## src/rtl/vpe_bias_seq.sv

```systemverilog
// Sequencer/arbiter feeding the VPE bias adder: round-robin between two activation
// requesters, bias RAM fetch (1-cycle read latency), and 2-stage alignment of data, bias and tags.
module vpe_bias_seq #(
  parameter int BIAS_AW = 8,
  parameter int CNT_W   = 8
) (
  input  logic               clk,
  input  logic               rst,
  input  logic               i_cfg_v,
  input  logic [BIAS_AW-1:0] i_cfg_base,
  input  logic [CNT_W-1:0]   i_cfg_len,
  input  logic               i_cfg_relu,
  input  logic [4:0]         i_cfg_rf_idx_base,
  input  logic [1:0]         i_cfg_rf_mux,
  input  logic [63:0]        i_req0_data,
  input  logic               i_req0_v,
  output logic               o_req0_rdy,
  input  logic [63:0]        i_req1_data,
  input  logic               i_req1_v,
  output logic               o_req1_rdy,
  output logic               o_bias_ren,
  output logic [BIAS_AW-1:0] o_bias_raddr,
  input  logic [63:0]        i_bias_rdata,
  output logic [63:0]        o_add_data,
  output logic [63:0]        o_add_bias,
  output logic               o_add_data_v,
  output logic               o_en_relu,
  output logic [4:0]         o_rf_idx,
  output logic [1:0]         o_rf_mux,
  output logic               o_busy,
  output logic               o_done
);

  typedef enum logic [1:0] {S_IDLE, S_RUN, S_DRAIN} state_e;

  state_e             state_q, state_d;
  logic [CNT_W-1:0]   k_q, k_d;
  logic               rr_q, rr_d;
  logic [BIAS_AW-1:0] base_q;
  logic [CNT_W-1:0]   len_q;
  logic               relu_q;
  logic [4:0]         rfb_q;
  logic [1:0]         mux_q;
  logic               cfg_load;
  logic               gnt0, gnt1, accept;
  logic [63:0]        acc_data;

  logic               vld_p1_q;
  logic [63:0]        data_p1_q;
  logic [4:0]         rf_p1_q;

  logic               vld_p2_q;
  logic [63:0]        data_p2_q, bias_p2_q;
  logic [4:0]         rf_p2_q;
  logic               relu_p2_q;
  logic [1:0]         mux_p2_q;

  always_comb begin
    state_d  = state_q;
    k_d      = k_q;
    rr_d     = rr_q;
    cfg_load = 1'b0;
    gnt0     = 1'b0;
    gnt1     = 1'b0;
    o_done   = 1'b0;
    case (state_q)
      S_IDLE: begin
        if (i_cfg_v && (i_cfg_len != '0)) begin
          cfg_load = 1'b1;
          k_d      = '0;
          state_d  = S_RUN;
        end
      end
      S_RUN: begin
        // rr only breaks ties; a lone valid requester always wins
        if (i_req0_v && (!i_req1_v || !rr_q)) gnt0 = 1'b1;
        else if (i_req1_v)                     gnt1 = 1'b1;
        if (gnt0 || gnt1) begin
          k_d  = k_q + CNT_W'(1);
          rr_d = gnt0;
          if (k_q == len_q - CNT_W'(1)) state_d = S_DRAIN;
        end
      end
      S_DRAIN: begin
        if (!vld_p1_q && !vld_p2_q) begin
          o_done  = 1'b1;
          state_d = S_IDLE;
        end
      end
      default: state_d = S_IDLE;
    endcase
  end

  assign accept       = gnt0 | gnt1;
  assign acc_data     = gnt1 ? i_req1_data : i_req0_data;
  assign o_req0_rdy   = gnt0;
  assign o_req1_rdy   = gnt1;
  assign o_bias_ren   = accept;
  assign o_bias_raddr = base_q + BIAS_AW'(k_q);
  assign o_busy       = (state_q != S_IDLE);

  always_ff @(posedge clk) begin
    if (rst) begin
      state_q  <= S_IDLE;
      k_q      <= '0;
      rr_q     <= 1'b0;
      base_q   <= '0;
      len_q    <= '0;
      relu_q   <= 1'b0;
      rfb_q    <= '0;
      mux_q    <= '0;
      vld_p1_q <= 1'b0;
      vld_p2_q <= 1'b0;
    end else begin
      state_q  <= state_d;
      k_q      <= k_d;
      rr_q     <= rr_d;
      vld_p1_q <= accept;
      vld_p2_q <= vld_p1_q;
      if (cfg_load) begin
        base_q <= i_cfg_base;
        len_q  <= i_cfg_len;
        relu_q <= i_cfg_relu;
        rfb_q  <= i_cfg_rf_idx_base;
        mux_q  <= i_cfg_rf_mux;
      end
    end
  end

  // ---- stage 1: granted activation + rf_idx, bias read in flight ----
  always_ff @(posedge clk) begin
    if (accept) begin
      data_p1_q <= acc_data;
      rf_p1_q   <= rfb_q + 5'(k_q);
    end
  end

  // ---- stage 2: join with bias RAM data; pass-wide tags are stable until the pass drains ----
  always_ff @(posedge clk) begin
    if (rst) begin
      data_p2_q <= '0;
      bias_p2_q <= '0;
      rf_p2_q   <= '0;
      relu_p2_q <= 1'b0;
      mux_p2_q  <= '0;
    end else if (vld_p1_q) begin
      data_p2_q <= data_p1_q;
      bias_p2_q <= i_bias_rdata;
      rf_p2_q   <= rf_p1_q;
      relu_p2_q <= relu_q;
      mux_p2_q  <= mux_q;
    end
  end

  assign o_add_data_v = vld_p2_q;
  assign o_add_data   = data_p2_q;
  assign o_add_bias   = bias_p2_q;
  assign o_rf_idx     = rf_p2_q;
  assign o_en_relu    = relu_p2_q;
  assign o_rf_mux     = mux_p2_q;

endmodule

```

## config.mk

```make
export PLATFORM = sky130hd
export DESIGN_NAME = vpe_bias_seq
export DESIGN_NICKNAME = d
export VERILOG_FILES = /design/src/rtl/vpe_bias_seq.sv
export SDC_FILE = /design/constraint.sdc
export NUM_CORES = 1
export LEC_CHECK = 0
export ABC_AREA = 0
export BUFFER_PORTS_ARGS = -buffer_cell sky130_fd_sc_hd__buf_2
export CORE_MARGIN = 1.5
export CORE_UTILIZATION = 44
export CTS_CLUSTER_SIZE = 8
export DETAILED_ROUTE_END_ITERATION = 12
export PLACE_DENSITY = 0.78
export SLEW_MARGIN = 10
export SYNTH_ARGS = -nofsm -noshare
export SYNTH_HDL_FRONTEND = slang
export SYNTH_SLANG_ARGS = --single-unit
```

## constraint.sdc

```tcl
create_clock -name clk -period 3.03 [get_ports clk]
set_input_delay 0.303 -clock clk [delete_from_list [all_inputs] [get_ports clk]]
set_output_delay 0.303 -clock clk [all_outputs]
set_load 0.01 [all_outputs]
```

==> out/results.tsv <==
metric	value	unit
status	finished, final reports clean	
post_cts_buffers	0	
cts_tree	yes	
required	2730	ps
r2r-start	state_q[1]	
overflow	0	
cts.sinks	242	
power_switching	1.82	mW
grt_pass1_wl	36800	um
seqPwrFrac	44.9	%
synth_area_per_cell	9.87	um2
tns	0	ps
viasPerCell	4.83	
yosys_most_used_dff	dfxtp_1	
cts_resized	0	
async_flop_share	0	%
timing.final.crit_share	89.4	%
nFillCells	1758	
final_antenna_net_count	0	
syn2layout_area_growth	32.9	%
startpoint_type	flop	
fin_skew	9.48	ps
layout.nets	1573	
hold_buffers	0	
die_x	151	um
drive_above_1_share	31.5	%
die_height	151	um
synth-seq-cells	242	
hold_path.class	in -> reg	
synth_cell_types	39	
final.min_clock_period	2710	ps
peakVddDrop	0.348	mV
max-clock-path-buffers	3	
internal_power	6.14	mW
power_frac_comb	9.2	%
dr.pass1.iters	5	
cts_root_buf	clkbuf_16	
routedWlPerCell	15.1	um
rsz0062_at_grt	no	
rows	53	
drcViolationCount	0	
worst-path-max-fanout	7	
fmax	369	MHz
track_usage	20.7	%
tightest_slew	904	ps
p_leak	5.91	nW
drt-initial-drc-count	367	
switching_share	22.9	%
clock_latency	490	ps
drv_slew	0	
synth_top_area_share	36.0	%
globalplace.congestion	0.883	
hold_start	rst	
ys_warn_count	0	
routed_wl	24600	um
antenna_cells	0	
multi_input_area	3810	um2
ys_seq_area_share	57.6	%
syn_inst	974	
regArea	5540	um2
io_pins	371	
slew_headroom	39.7	%
synth_edf_count	69	
worstPathArrival	2410	ps
grt_pass1_vias	7376	
synth_fp_nets	1210	
yosys.area.top_type	dfxtp_1	
start_util	45.3	%
synth.top_cells.by_area	dfxtp_1, edfxtp_1, mux2i_1	
io_buffers	370	
htreeDepth	2	
setup_viol	0	
grt_max_degree	95	
hold_viol_final	0	
path_class	reg -> out	
dpl.hpwl	17400	um
worst_hold_slack	50.9	ps
maxCapViolations	0	
clk_pin_slew	50	ps
syn_area	9610	um2
numCtsBuffers	36	
die_area	22700	um2
antenna_found_initial	0	
startpoint	k_q[1]	
clockPowerShare	45.9	%
end_kind	output port	
vias	7887	
p_per_area	623	nW/um2
core_area	21200	um2
per-stage QoR:
step | worst slack (ps) | utilization, % | instances | cell area, um2 | power [mW]
3_5_place_dp | 834 | 55.3 | 1574 | 11700 | 4.38
3_3_place_gp | 863 | 55.3 | 1574 | 11700 | 4.36
5_1_grt | 125 | 60.2 | 1633 | 12800 | 8.28
4_1_cts | 294 | 60.2 | 1633 | 12800 | 8.07
6_report | 320 | 60.2 | 1633 | 12800 | 7.97
2_1_floorplan | 399 | - | 974 | 9620 | 4.04
power by group through the flow:
| stage | Combinational, mW | Sequential [mW] | Clock [mW] |
|---|---|---|---|
| floorplan | 0.386 | 3.65 | 0 |
| global placement | 0.723 | 3.63 | 0 |
| detailed placement | 0.737 | 3.64 | 0 |
| CTS | 0.741 | 3.58 | 3.75 |
| global route | 0.812 | 3.59 | 3.88 |
| finish | 0.733 | 3.58 | 3.65 |
flip-flops by register name (all words and copies together) (netlist names):
name          flops
o_rf_idx          5
len_q             8
o_add_data       64
o_rf_mux          2
vld_p1_q          1
rfb_q             5
relu_q            1
o_en_relu         1
rr_q              1
mux_q             2
k_q               8
rf_p1_q           5
data_p1_q        64
state_q           2
base_q            8
o_add_bias       64
o_add_data_v      1
final timing paths:
check                                       end  cells after the start  slack, ps
worst max register to register           k_q[6]                      7        960
worst min-delay path                   rfb_q[4]                      2         50
worst min register to register        base_q[3]                      2        460
worst max-delay path            o_bias_raddr[7]                      7        320
cell usage in the layout, fill, tap and decap left out, types with 16 or more instances in the layout:
cell type,synthesis,routed
a21oi_1,36,36
buf_2,10,369
clkbuf_1,32,18
clkbuf_16,0,38
dfxtp_1,173,172
edfxtp_1,69,69
mux2i_1,136,136
nand2_1,249,249
nor2_1,155,155
xnor2_1,16,16
cell families after synthesis:
kind of cell               Yosys count  synth area share, %
and+or+nand+nor                    437                 18.1
DFF                                242                 57.6
muxes                              136                 14.2
buffers and inverters               69                 2.82
AOI/OAI and AO/OA                   52                 3.10
xor gates and xnor gates            23                 2.10
adders and majority gates           15                 2.11
area by class of cell:
type / count / area share (%)
repair buffers: 379 / 15.4
flip-flops and latches: 242 / 43.4
clock buffers: 57 / 8.08
well taps: 275 / 2.69
multi-input cells: 663 / 29.8
clock inverters: 2 / 0.137
inverters: 15 / 0.470
routing by layer:
layer / vias up / track usage (%) / share of wire, %
li1: 3952 / - / -
met1: 3571 / 24.5 / 40
met2: 320 / 36.3 / 49
met3: 44 / 4.97 / 7.8
met4: 0 / 7.52 / 2.5
met5: - / 0 / 0
cells in the mapped netlist (10+ instances only):
cell type and n:
dfxtp_1 173, xnor2_1 16, clkbuf_1 32, edfxtp_1 69, nor2_1 155, nand2_1 249, a21oi_1 36, ha_1 13
buf_2 10, buf_1 12, inv_1 15, mux2i_1 136
critical path: stages (launching register included):
cell and delay [ps]:
dfxtp_1 460, ha_1 280, a21o_1 150, a21oi_1 230, o21ai_0 160, o41ai_1 330
xnor2_1 160, buf_2 150
Note: power is estimated with default switching activity, not from simulation.
